--- src/rtl/uart_out.sv ---
// uart_out: output stage for the tiny16 CPU.
//
// Captures the 16-bit system bus on an output-write strobe into a small FIFO.
// Each queued word goes out on a UART TX line as two bytes, low byte first.
// The frame format is 8N1, or 8E1 when UART_OUT_PARITY_EN is defined.
//
// Parameters:
//   CLK_HZ  clock frequency in Hz
//   BAUD    line rate; bit period DIV = CLK_HZ / BAUD (truncated, >= 2)
//   DEPTH   FIFO depth in words (power of 2, >= 2)
//
// Ports:
//   clk     system clock (single domain)
//   rst     synchronous active-high reset
//   in_en   write strobe; the bus word is captured on the rising edge
//   in      16-bit bus value
//   last    most recently accepted word (LED/debug display)
//   full    FIFO holds DEPTH words
//   busy    FIFO non-empty or a frame in progress
//   ovf     sticky: a write was dropped because the FIFO was full
//   tx      UART serial line, idles high
//
// Build option:
//   UART_OUT_PARITY_EN  adds an even-parity bit after the data bits (8E1)

module uart_out #(
    parameter int unsigned CLK_HZ = 16000000,
    parameter int unsigned BAUD   = 115200,
    parameter int unsigned DEPTH  = 4
) (
    input  logic        clk,
    input  logic        rst,
    input  logic        in_en,
    input  logic [15:0] in,
    output logic [15:0] last,
    output logic        full,
    output logic        busy,
    output logic        ovf,
    output logic        tx
);

    localparam int unsigned DIV = CLK_HZ / BAUD;
    localparam int unsigned CW  = (DIV > 1) ? $clog2(DIV) : 1;
    localparam int unsigned AW  = $clog2(DEPTH);
    localparam int unsigned PW  = AW + 1;

    typedef enum logic [2:0] {
        S_IDLE,
        S_START,
        S_DATA,
        S_STOP
`ifdef UART_OUT_PARITY_EN
        ,
        S_PARITY
`endif
    } state_t;

    // ------------------------------------------------------------------
    // FIFO storage and pointers
    // ------------------------------------------------------------------
    logic [15:0]   mem [DEPTH];
    logic [PW-1:0] wr_ptr;
    logic [PW-1:0] rd_ptr;
    logic          empty;
    logic          push;

    // Pointers carry one extra wrap bit so full and empty are distinguishable.
    assign empty = (wr_ptr == rd_ptr);
    assign full  = (wr_ptr[AW-1:0] == rd_ptr[AW-1:0]) && (wr_ptr[AW] != rd_ptr[AW]);

    // full is taken from the pre-edge state: a word arriving while full is
    // dropped even if the transmitter frees a slot on the same edge.
    assign push = in_en && !full;

    always_ff @(posedge clk) begin
        if (push) begin
            mem[wr_ptr[AW-1:0]] <= in;
        end
    end

    always_ff @(posedge clk) begin
        if (rst) begin
            wr_ptr <= '0;
            last   <= '0;
            ovf    <= 1'b0;
        end else if (in_en) begin
            if (full) begin
                ovf <= 1'b1;
            end else begin
                wr_ptr <= wr_ptr + PW'(1);
                last   <= in;
            end
        end
    end

    // ------------------------------------------------------------------
    // Transmitter
    // ------------------------------------------------------------------
    state_t        state;
    logic [CW-1:0] cnt;
    logic          cnt_last;
    logic [2:0]    bit_idx;
    logic [2:0]    bit_nxt;
    logic          byte_idx;
    logic [7:0]    bdata;
    logic [7:0]    hold_hi;

    assign cnt_last = (cnt == CW'(DIV - 1));
    assign bit_nxt  = bit_idx + 3'd1;
    assign busy     = !empty || (state != S_IDLE);

    // tx is registered and loaded with the level of the state being entered,
    // so the line changes on the same edge as the state.
    always_ff @(posedge clk) begin
        if (rst) begin
            state    <= S_IDLE;
            cnt      <= '0;
            bit_idx  <= '0;
            byte_idx <= 1'b0;
            bdata    <= '0;
            hold_hi  <= '0;
            rd_ptr   <= '0;
            tx       <= 1'b1;
        end else begin
            case (state)
                S_IDLE: begin
                    cnt <= '0;
                    tx  <= 1'b1;
                    if (!empty) begin
                        bdata    <= mem[rd_ptr[AW-1:0]][7:0];
                        hold_hi  <= mem[rd_ptr[AW-1:0]][15:8];
                        byte_idx <= 1'b0;
                        rd_ptr   <= rd_ptr + PW'(1);
                        tx       <= 1'b0;
                        state    <= S_START;
                    end
                end

                S_START: begin
                    if (cnt_last) begin
                        cnt     <= '0;
                        bit_idx <= '0;
                        tx      <= bdata[0];
                        state   <= S_DATA;
                    end else begin
                        cnt <= cnt + CW'(1);
                    end
                end

                S_DATA: begin
                    if (cnt_last) begin
                        cnt <= '0;
                        if (bit_idx == 3'd7) begin
`ifdef UART_OUT_PARITY_EN
                            tx    <= ^bdata;
                            state <= S_PARITY;
`else
                            tx    <= 1'b1;
                            state <= S_STOP;
`endif
                        end else begin
                            bit_idx <= bit_nxt;
                            tx      <= bdata[bit_nxt];
                        end
                    end else begin
                        cnt <= cnt + CW'(1);
                    end
                end

`ifdef UART_OUT_PARITY_EN
                S_PARITY: begin
                    if (cnt_last) begin
                        cnt   <= '0;
                        tx    <= 1'b1;
                        state <= S_STOP;
                    end else begin
                        cnt <= cnt + CW'(1);
                    end
                end
`endif

                S_STOP: begin
                    if (cnt_last) begin
                        cnt <= '0;
                        if (!byte_idx) begin
                            // High byte follows immediately, no idle gap.
                            byte_idx <= 1'b1;
                            bdata    <= hold_hi;
                            tx       <= 1'b0;
                            state    <= S_START;
                        end else begin
                            tx    <= 1'b1;
                            state <= S_IDLE;
                        end
                    end else begin
                        cnt <= cnt + CW'(1);
                    end
                end

                default: begin
                    cnt   <= '0;
                    tx    <= 1'b1;
                    state <= S_IDLE;
                end
            endcase
        end
    end

endmodule
--- config.mk ---
export PLATFORM = sky130hd
export DESIGN_NAME = uart_out
export DESIGN_NICKNAME = d
export VERILOG_FILES = /design/src/rtl/uart_out.sv
export SDC_FILE = /design/constraint.sdc
export NUM_CORES = 1
export LEC_CHECK = 0
export BUFFER_PORTS_ARGS = -buffer_cell sky130_fd_sc_hd__buf_2
export CAP_MARGIN = 20
export CORE_MARGIN = 2
export CORE_UTILIZATION = 35
export DETAILED_ROUTE_END_ITERATION = 16
export GPL_TIMING_DRIVEN = 0
export HOLD_SLACK_MARGIN = 0.02
export MAX_ROUTING_LAYER = met4
export PLACE_DENSITY = 0.53
export SLEW_MARGIN = 20
export SYNTH_ARGS = -nofsm -noshare
export SYNTH_HDL_FRONTEND = slang
export SYNTH_SLANG_ARGS = --single-unit
--- constraint.sdc ---
create_clock -name clk -period 2.2 [get_ports clk]
set_input_delay 0.22 -clock clk [delete_from_list [all_inputs] [get_ports clk]]
set_output_delay 0.22 -clock clk [all_outputs]
set_load 0.02 [all_outputs]
* Word level (Yosys, flattened, before mapping)
Memories as Yosys holds them, arrays and structs flattened. A register that Yosys moved wholly into a read port is not among the register bits. Index checks and enable logic that the tools add are counted.
Cells by class: add/sub/neg operators 4, $lt $le $gt $ge 1, equal/unequal tests 15, muxes and demuxes 31, bitwise logic cells 3, reduce and logical (&&, ||, !) cells 19
Operators with widths (number):
- $mux 3 | 8
- $mux 8 | 3
- $pmux 8 s2 | 1
- $ne 2x2->1 const B | 7
- $mux 1 | 12
- $pmux 3 s4 | 1
- $add 3x1->3 const B | 3
- $add 8x1->8 const B | 1
- $eq 8x8->1 const B | 1
- $reduce_and 4->1 | 2
- $eq 3x2->1 const B | 2
- $pmux 3 s2 | 1
- $reduce_and 2->1 | 3
- $reduce_and 3->1 | 2
- $reduce_or 3->1 | 2
- $reduce_and 5->1 | 1
- $lt 3x4->1 const B | 1
- $mux 2 | 2
- $pmux 1 s4 | 1
- $reduce_bool 2->1 | 2
- $bmux 1 s3 | 1
- $eq 3x1->1 const B | 1
- $eq 3x3->1 | 1
- $eq 3x3->1 const B | 1
- other kinds (9) | 13
Storage, ports and cells: bits in registers 55, RAM bits 64, input bits 19, output and inout bits 20, word-level logic and storage cells 85, memories kept 1
Memory list:
- mem | words 4, width 16, rd ports 1, clocked after memory_dff 1, wr ports 1, line 61 | logic [15:0] mem [DEPTH];

* Longest topological paths before layout
Gate-level depths: netlist (run 1).
depth in word-level cells 6, gate-level depth with buffers 7, mapped depth without buffers 6

* Worst setup path before layout (run 1)
Ideal clock, no wire load.
kind flip-flop to flip-flop, start register wr_ptr[1], end memory mem[0][0] (enable), setup time 389 ps, arrival time 1726 ps, required time 1811 ps, path slack 85 ps, stages on the path, launching flop included 5, path buffers 1, period minus slack after synthesis 2115 ps, path through dfxtp_1 -> xor2_1 -> o31ai_4 -> buf_4 -> nor2_1
On the way: longest elaborated chain between the ends 6
Ends and longest elaborated chain:
- start, declared | line 62 | logic [PW-1:0] wr_ptr;
- start signal, assigned | line 90 | wr_ptr <= wr_ptr + PW'(1);
- $eq 2x2->1 | line 69 | assign full = (wr_ptr[AW-1:0] == rd_ptr[AW-1:0]) && (wr_ptr[AW] != rd_ptr[AW]);
- $logic_and 1x1->1 | line 69
- $logic_not 1->1 | line 73 | assign push = in_en && !full;
- $logic_and 1x1->1 | line 73
- $mux 1 | line 76 | if (push) begin
- $mux 1 (not written as such) | line 77 | mem[wr_ptr[AW-1:0]] <= in;
- end, declared | line 61
Several ways; a longest one is shown, not always the timed one.

* Worst setup path after layout (run 1)
start register wr_ptr[1], end memory mem[2][7] (enable)
Same word-level chain as after synthesis.

==> run summary, run 1 <==
Cell variety after synth: 42
WL/cell: 16.5 um
syn avg cell area: 14.1 um^2
H-tree levels: 4
pin count of the biggest net entering global routing: 17
Fillers: 1,263
Ant. Diodes: 0
Cell Area, Synth: 4920 um^2
Setup crit end kind: flop
core box area: 13,800 um^2
cts bufs inserted: 17
DR WL met3: 353 um
vias in the first global route: 2,921
Max VDD drop: 0.751 mV
CP arrival: 2.28 ns
share of cells above drive strength 1: 28.6%
Worst R2R Setup Slack: 0.09 ns
simple-gate portion of the synthesized area: 9.10%
Max Used Layer: met4
maximum fanout along the worst path: 10
Tightest Hold Check Type: in -> reg
all-layer global routing usage: 15.1%
CP startpoint kind: flop
Pleak: 2.27 nW
total design power: 7.04 mW
Synth Net Count: 382
Synth Register Bits: 120
CTS Hold Bufs: 0
post-route ant nets: 0
area delta synth->final: 21.1%
Vias/cell: 4.74
Clock Pin Slew Worst Setup and Hold Paths: 0.06 ns
RSZ-0062 raised after global routing: no
Post-Route M1 WL: 4690 um
Relative slew margins: 50.3%
largest family of logic cells by synthesized area: multiplexers
MaxCap Viol Count: 0
status: finished, final reports clean
CTS Buffer Depth: 2
P per Cell Area: 1180 nW/um^2
storage element area: 3040 um^2
CTS root buffer: clkbuf_16
met2 routed WL: 4810 um
die area: 15,000 um^2
f_max: 474 MHz
Ys Warns: 0
Multi-input gate area: 1760 um^2
clock sink total: 120
CP Class: reg -> reg
cell total after placement: 572
Routability Congestion: 0.780
Die Ht: 123 um
final WL: 9960 um
port buffer count: 38
die width: 123 um
min cycle time layout: 2.11 ns
Starting Density: 35.6%
Worst Clk Skew: 0.00719 ns
Adder-Cell Fraction of Synth Area: 3.30%
Final Hold Fails: 0
Compound-Gate Fraction of Synth Area: 3.15%
first-pass GRT wire length: 15,900 um
crit share post-route: 95.9%
DRT iter0 DRCs: 176
mux share of post-synthesis cell area: 17.2%
WP data required: 2.37 ns
CTS tree: built
Mapped Cells: 350
DR pass1 iterations: 6
Non-Filler Instances: 603
global route overflow: 0
worst slew pin tran: 0.745 ns
fin nets: 442
Setup-failing EPs final: 0
initial antenna violation count: 0
xor and xnor area share after synthesis: 2.47%
max-slew violation count: 0
num rows: 43
Top Ports: 39
post-DP HPWL: 6770 um
DR DRC count: 0
sequential fraction of the synthesis area: 61.8%
vias: 2,858
clk_lat worst skew: 0.41 ns
## synthesized netlist by cell type, drive strengths merged
| cell | instances | share of area (%) |
|---|---|---|
| or3b | 1 | 0.18 |
| o211a | 1 | 0.20 |
| a21oi | 11 | 1.3 |
| a31o | 1 | 0.18 |
| inv | 13 | 0.99 |
| and4bb | 1 | 0.25 |
| buf | 12 | 1.6 |
| and4 | 1 | 0.23 |
| o2111ai | 1 | 0.18 |
| nand4 | 2 | 0.25 |
| and3 | 2 | 0.25 |
| xnor2 | 5 | 1.0 |
| nand2b | 1 | 0.13 |
| dfxtp | 56 | 23 |
| nor2b | 10 | 1.3 |
| nor3 | 5 | 0.51 |
| or3 | 3 | 0.41 |
| nor4 | 1 | 0.13 |
| a221oi | 1 | 0.18 |
| o21ai | 3 | 0.30 |
| or4 | 2 | 0.30 |
| clkbuf | 5 | 0.38 |
| mux2 | 9 | 2.1 |
| nor2 | 50 | 3.8 |
| and2 | 1 | 0.13 |
| ha | 13 | 3.3 |
| o41ai | 1 | 0.18 |
| o31ai | 2 | 0.58 |
| xor2 | 8 | 1.4 |
| nor3b | 1 | 0.25 |
| mux2i | 34 | 6.9 |
| nand2 | 5 | 0.38 |
| mux4 | 18 | 8.2 |
| nand3 | 6 | 0.61 |
| edfxtp | 64 | 39 |
## routing by layer
metal	up-vias	global-route usage [%]
li1	1392	-
met1	1400	19.2
met2	58	23.1
met3	8	4.46
met4	0	5.17
met5	-	-
## worst max-delay path, cell delays in order, from the launching register on
cell and delay [ns]:
dfxtp_1 0.46, xor2_1 0.16, o31ai_4 0.58, buf_4 0.37
nor2_4 0.12, buf_8 0.17
## layout make-up
cell class / count / area share (%)
Buffer: 16 / 1.57
Clock inverter: 15 / 1.97
Multi-Input combinational cell: 200 / 29.6
Tap cell: 180 / 3.78
Clock buffer: 17 / 7.14
Inverter: 13 / 0.819
Timing Repair Buffer: 42 / 4.07
Sequential cell: 120 / 51.0
## metrics by stage
step           setup WS (ns)  cell area [um^2]  hold WS, ns  TNS, ns  utilization (%)
2_1_floorplan         0.0854              4920        0.319        0                -
4_1_cts               0.0689              5960       0.0273        0             43.1
3_5_place_dp         -0.0509              5400        0.450   -0.579             39.1
6_report              0.0909              5960       0.0442        0             43.1
3_3_place_gp          -0.741              5340        0.448   -46.83             38.6
5_1_grt               0.0142              5960       0.0338        0             43.1
## sequential cells by signal, indices dropped and copies added, names as in the netlist, named ones only
name,cells
last,16
bdata,8
cnt,8
wr_ptr,3
hold_hi,8
rd_ptr,3
bit_idx,3
byte_idx,1
tx,1
ovf,1
state,2
mem,64
## cell usage in the layout, fill, tap and decap left out, types with 2 or more instances in the layout
master      Yosys  final
dfxtp_1        56     56
buf_6           3      5
mux2i_1        34     34
buf_8           0      2
xor2_1          8      8
clkinv_2        0      3
nand2_1         5      5
nand4_1         2      2
nand3_1         6      6
inv_6           0      5
nor3_1          5      5
buf_2           3     41
clkinvlp_4      0      4
xnor2_1         4      4
or3_1           2      2
nor2_1         50     46
clkbuf_1        5      4
mux4_2         18     18
ha_1           13     13
or4_1           2      2
and3_1          2      2
o21ai_0         3      3
buf_1           4      4
clkbuf_16       0     17
nor2_4          0      4
a21oi_1        10     10
edfxtp_1       64     64
inv_1          13     13
clkinv_4        0      2
mux2_2          9      9
buf_4           2      2
nor2b_1        10     10
## power by group
part	switching (mW)	internal (mW)	leakage [nW]
combinational	0.892	0.823	0.968
sequential	0.161	2.64	1.05
clock	1.06	1.46	0.259
total	2.12	4.92	2.27
## what timing repair did
action,4_1_cts,5_1_grt
gates resized for setup,3,1
setup endpoints to repair,24,12
buffers inserted,0,0
## path summary, 6_finish.rpt
path                 to  startpoint  depth (start not counted)
min           mem[3][9]       in[9]                          1
min reg2reg  bit_idx[2]  bit_idx[2]                          2
max           mem[2][7]   wr_ptr[1]                          5
max reg2reg   mem[2][7]   wr_ptr[1]                          5
## cells by family after synthesis
family                     count (synthesis)
AOI/OAI and AO/OA                         21
xor gates and xnor gates                  13
adders and majority gates                 13
buffers and inverters                     30
DFF                                      120
muxes                                     61
and+or+nand+nor                           92
(Power assumes the default switching activity.)
==> run 2, diff against run 1 <==
==> constraint.sdc (replaced) <==
create_clock -name clk -period 2.2 [get_ports clk]
set_input_delay 0 -clock clk [delete_from_list [all_inputs] [get_ports clk]]
set_output_delay 0 -clock clk [all_outputs]
set_load 0.02 [all_outputs]
==> run 2 against run 1 <==
Net effect:
- power rose by 0.50%
- flip-flop and latch count unchanged
- critical path depth did not move
- wire length up 1.4%
- final cell count up 2.8%
- global-route usage increased by 0.25 points
- combinational power about the same
- clock power about the same
- worst hold slack gained 0.13 ns
==> run summary, run 2 (same netlist as run 1, synthesis figures left out) <==
Worst R2R Setup Slack: 0.09 ns (about the same)
port buffer count: 38 (unchanged)
post-DP HPWL: 6770 um (unchanged)
fin util: 44.3% (+1.2 points)
first-pass GRT wire length: 16,200 um (+1.9%)
Largest register FFs: 64 (unchanged)
Ant. Diodes: 0 (unchanged)
final instance area: 6130 um^2 (+2.9%)
WL/cell: 16.3 um (-1.4%)
initial antenna violation count: 0 (unchanged)
CP Class: reg -> reg
Worst R2R Path Depth: 5 (unchanged)
MaxCap Viol Count: 0 (unchanged)
DRT iter0 DRCs: 170 (-3.4%)
min cycle time layout: 2.11 ns (+0.00252 ns)
worst slew pin tran: 0.747 ns (+0.00208 ns)
postcts setup bufs: 0 (unchanged)
most frequent cells in the layout: edfxtp_1, dfxtp_1, nor2_1, buf_2, mux2i_1
total design power: 7.08 mW (+0.50%)
hold wc startpoint: rst
pin count of the biggest net entering global routing: 17 (unchanged)
vias: 2,916 (+2.0%)
cts bufs inserted: 17 (unchanged)
max-slew violation count: 0 (unchanged)
f_max: 474 MHz (-0.12%)
cell area after placement: 5400 um^2 (unchanged)
vias in the first global route: 3,021 (+3.4%)
Top Ports: 39 (unchanged)
clock sink total: 120 (unchanged)
share of cells above drive strength 1: 27.5% (-1.1 points)
final WL: 10,100 um (+1.4%)
WHS: 0.172 ns (+0.128 ns)
CTS tree: built
DR DRC count: 0 (unchanged)
setup TNS: 0 ns (unchanged)
crit path max-delay cell type: o31ai_4
Die Ht: 123 um (unchanged)
all-layer global routing usage: 15.3% (+0.25 points)
area delta synth->final: 24.5%
CP startpoint kind: flop
post-route ant nets: 0 (unchanged)
CTS root buffer: clkbuf_16
clk_lat worst skew: 0.41 ns (about the same)
Pleak: 2.34 nW (+3.1%)
DR pass1 iterations: 4 (-2)
Setup crit end kind: flop
maximum fanout along the worst path: 10 (unchanged)
P per Cell Area: 1150 nW/um^2 (-2.3%)
Max VDD drop: 0.755 mV (+0.49%)
Final Hold Fails: 0 (unchanged)
Crit Reg-Reg Endpoint: mem[2][7]
H-tree levels: 4 (unchanged)
Setup-failing EPs final: 0 (unchanged)
Crit Reg-Reg Startpoint: wr_ptr[1]
Worst Clk Skew: 0.00966 ns (+0.00247 ns)
RSZ-0062 raised after global routing: no
critical path's top delay family: compound AO/OA/AOI/OAI gates
Tightest Hold Check Type: in -> reg
status: finished, final reports clean
die area: 15,000 um^2 (unchanged)
WP data required: 2.37 ns (about the same)
die width: 123 um (unchanged)
fin nets: 459 (+3.8%)
WHS Path Cells: 4 (+3)
Hold Path End: bdata[6]
Starting Density: 35.6% (unchanged)
cell total after placement: 572 (unchanged)
core box area: 13,800 um^2 (unchanged)
post-route setup slack: 0.0884 ns (-0.00252 ns)
crit share post-route: 96.0% (+0.11 points)
worst path bufs/invs: 2 (unchanged)
critical path cell sequence: xor2_1 -> o31ai_4 -> buf_4 -> nor2_4 -> buf_8
CP arrival: 2.28 ns (about the same)
num rows: 43 (unchanged)
Non-Filler Instances: 620 (+2.8%)
global route overflow: 0 (unchanged)
Clock Pin Slew Worst Setup and Hold Paths: 0.06 ns (about the same)
CTS Buffer Depth: 2 (unchanged)
Routability Congestion: 0.780 (unchanged)
commonest non-fill, non-tap cell in the layout: edfxtp_1
Relative slew margins: 50.2% (-0.14 points)
Vias/cell: 4.70 (-0.77%)
pre-CTS setup slack: -0.0509 ns (unchanged)
critical path's largest stage delay: 0.58 ns (about the same)
## run 2: cell count changes in the layout (fill, tap and decap cells not counted), sizes merged
cell,delta
dlygate4sd3,+17
## run 2: tightest hold or removal path, cell delays in order
cell and delay, ns:
buf_2 0.12, buf_2 0.19, nor2_1 0.11, mux2_2 0.14
## run 2: worst max-delay path by stage
stage,from,slack [ns],cells past startpoint,to
after global placement,wr_ptr[1],-0.74,4,mem[3][9]
final,wr_ptr[1],0.09,5,mem[2][7]
after floorplan,wr_ptr[1],0.09,4,mem[0][0]
after CTS,wr_ptr[1],0.07,5,mem[3][15]
after detailed placement,wr_ptr[1],-0.05,5,mem[1][11]
after global routing,wr_ptr[1],0.01,5,mem[1][15]
## run 2: power breakdown
part	switching (mW)	internal [mW]	total, mW
sequential	0.160	2.64	2.80
combinational	0.900	0.843	1.74
clock	1.07	1.46	2.53
## run 2: per-layer routing
metal / routed length, um / GRT usage [%]
met1: 4780 / 19.2
met2: 4860 / 23.8
met3: 329 / 4.51
met4: 124 / 5.17
met5: 0 / -
## run 2: layout make-up
cell class,count,area (um^2)
fillers,1251,7700
repair buffers,59,413
flip-flops and latches,120,3040
clock inverters,15,118
well taps,180,225
plain buffers,16,93.8
inverters,13,48.8
clock buffers,17,425
multi-input cells,200,1760
## run 2: what timing repair did
item / in CTS / in global routing
pin swaps: 0 / 0
hold endpoints to repair: 81 / 0
gates cloned: 0 / 0
resized for setup: 3 / 1
setup endpoints to repair: 24 / 12
hold buffers: 17 / 0
==> run 3, diff against run 2 <==
CORE_MARGIN = 5   (was 2)
PLACE_DENSITY = not set   (was 0.53)
SETUP_SLACK_MARGIN = 0.02   (was not set)
==> run 3 against run 2 <==
Net effect:
- final cell count grew 0.16%
- power up 3.2%
- largest cell class unchanged
- clock skew is 0.0031 ns higher
- critical path type unchanged
==> run summary, run 3 (same netlist as run 1, synthesis figures left out) <==
max-slew violation count: 0 (unchanged)
core box area: 13,800 um^2 (unchanged)
DR WL met3: 379 um (+15%)
Clk pwr share: 37.9% (+2.2 points)
WL/cell: 15.4 um (-5.6%)
WHS: 0.145 ns (-0.0265 ns)
Routability Congestion: 0.766 (-1.8%)
Hold Path End: tx
DR pass1 iterations: 4 (unchanged)
Die Ht: 129 um (+4.9%)
crit share post-route: 92.3% (-3.6 points)
status: finished, final reports clean
all-layer global routing usage: 12.8% (-2.5 points)
Setup crit end kind: flop
most frequent cells in the layout: edfxtp_1, dfxtp_1, nor2_1, buf_2, mux2i_1
Tightest Hold Check Type: in -> reg
Net Sw Power: 2.02 mW (-5.2%)
hold wc startpoint: rst
RSZ-0062 raised after global routing: no
post-route setup slack: 0.169 ns (+0.0803 ns)
Fillers: 1,241 (-0.80%)
register share of total power: 38.4% (-1.2 points)
Post-Route M1 WL: 4100 um (-14%)
maximum fanout along the worst path: 12 (+2)
commonest non-fill, non-tap cell in the layout: edfxtp_1
crit path max-delay cell type: o31ai_4
Ant. Diodes: 0 (unchanged)
setup TNS: 0 ns (unchanged)
Worst R2R Path Depth: 5 (unchanged)
Starting Density: 35.6% (unchanged)
Comb power frac: 23.7% (-0.9 points)
Crit Reg-Reg Startpoint: wr_ptr[1]
CTS tree: built
fin nets: 460 (+0.22%)
Largest register FFs: 64 (unchanged)
Cell Int Power: 5.28 mW (+6.8%)
critical path's largest stage delay: 0.52 ns (-0.06 ns)
vias in the first global route: 3,003 (-0.60%)
final WL: 9550 um (-5.4%)
Multi-input gate area: 1760 um^2 (-0.28%)
Worst Clk Skew: 0.0128 ns (+0.00311 ns)
DR DRC count: 0 (unchanged)
Worst R2R Setup Slack: 0.17 ns (+0.08 ns)
WP data required: 2.36 ns (about the same)
pin count of the biggest net entering global routing: 17 (unchanged)
MaxCap Viol Count: 0 (unchanged)
die width: 129 um (+4.9%)
Max VDD drop: 0.708 mV (-6.2%)
critical path cell sequence: xor2_1 -> o31ai_4 -> buf_4 -> nor2_2 -> buf_8
first-pass GRT wire length: 15,600 um (-4.0%)
global route overflow: 0 (unchanged)
met2 routed WL: 4960 um (+1.9%)
Relative slew margins: 51.5% (+1.3 points)
port buffer count: 38 (unchanged)
pre-CTS setup slack: -0.00742 ns (+0.0435 ns)
CTS Buffer Depth: 2 (unchanged)
H-tree levels: 4 (unchanged)
f_max: 492 MHz (+4.0%)
Clock Pin Slew Worst Setup and Hold Paths: 0.05 ns (about the same)
clk_lat worst skew: 0.40 ns (about the same)
storage element area: 3040 um^2 (unchanged)
worst slew pin tran: 0.727 ns (-0.0200 ns)
post-DP HPWL: 6660 um (-1.6%)
vias: 2,934 (+0.62%)
min cycle time layout: 2.03 ns (-0.0803 ns)
Pleak: 2.37 nW (+1.2%)
CP arrival: 2.19 ns (-0.09 ns)
Top Ports: 39 (unchanged)
Max Used Layer: met4
cts bufs inserted: 17 (unchanged)
clock sink total: 120 (unchanged)
Vias/cell: 4.72 (+0.46%)
Sw Ratio: 27.7% (-2.4 points)
Final Hold Fails: 0 (unchanged)
num rows: 43 (unchanged)
DRT iter0 DRCs: 130 (-24%)
initial antenna violation count: 0 (unchanged)
share of cells above drive strength 1: 27.0% (-0.52 points)
die area: 16,500 um^2 (+10%)
post-route ant nets: 0 (unchanged)
CP startpoint kind: flop
area delta synth->final: 25.8%
CTS root buffer: clkbuf_16
WHS Path Cells: 4 (unchanged)
CP Class: reg -> reg
Setup-failing EPs final: 0 (unchanged)
Crit Reg-Reg Endpoint: mem[3][5]
postcts setup bufs: 0 (unchanged)
P per Cell Area: 1180 nW/um^2 (+2.1%)
-- run 3: cell count changes in the layout (fill, tap and decap cells not counted), sizes merged --
| cell | before | now |
|---|---|---|
| bufinv | 0 | 3 |
| inv | 19 | 15 |
| clkinvlp | 4 | 3 |
| clkbuf | 21 | 23 |
| clkinv | 5 | 6 |
-- run 3: per-stage QoR --
stage / total power [mW] / util (%) / std cells / cell area (um^2)
after global placement: 4.51 / 38.6 / 568 / 5340
after detailed placement: 4.57 / 39.1 / 572 / 5410
after global routing: 7.69 / 44.8 / 621 / 6190
after floorplan: 4.13 / - / 350 / 4920
final: 7.30 / 44.8 / 621 / 6190
after CTS: 7.41 / 44.8 / 621 / 6190
-- run 3: what timing repair did --
action / 4_1_cts / 5_1_grt
resized for setup: 2 / 1
hold endpoints to repair: 81 / 0
endpoints found under the setup margin: 18 / 10
hold buffers: 17 / 0
-- run 3: how the worst max path moves through the flow --
stage	from	to	slack, ns	cells after the start
2_1_floorplan	wr_ptr[1]	mem[0][0]	0.09	4
3_3_place_gp	wr_ptr[1]	mem[3][6]	-0.64	4
3_5_place_dp	wr_ptr[1]	mem[1][6]	-0.007	5
4_1_cts	wr_ptr[1]	mem[0][10]	0.03	5
5_1_grt	flop	bdata[4]	0.06	6
6_report	wr_ptr[1]	mem[3][5]	0.17	5
-- run 3: critical path: cells and delay by family (launching register included) --
kind	cells	cell delay [ns]
AOI/OAI and AO/OA	1	0.52
xor gates and xnor gates	1	0.16
buffers and inverters	2	0.52
DFF	1	0.46
and+or+nand+nor	1	0.13
-- run 3: per-layer routing --
| layer | global-route usage [%] | vias to the layer above |
|---|---|---|
| li1 | - | 1431 |
| met1 | 14.7 | 1441 |
| met2 | 21.7 | 54 |
| met3 | 3.65 | 8 |
| met4 | 4.26 | 0 |
| met5 | - | - |
-- run 3: power by group through the flow --
stage	clock network [mW]	logic, mW	registers (mW)
after floorplan	0	1.30	2.83
after global routing	2.95	1.91	2.84
after global placement	0	1.67	2.84
final	2.77	1.73	2.80
after detailed placement	0	1.72	2.85
after CTS	2.84	1.76	2.81
-- run 3: area by class of cell --
cell class	count	area share (%)
plain buffers	17	1.58
clock buffers	18	6.93
clock inverters	14	2.81
inverters	13	0.788
multi-input cells	200	28.4
flip-flops and latches	120	49.1
well taps	180	3.64
repair buffers	59	6.73
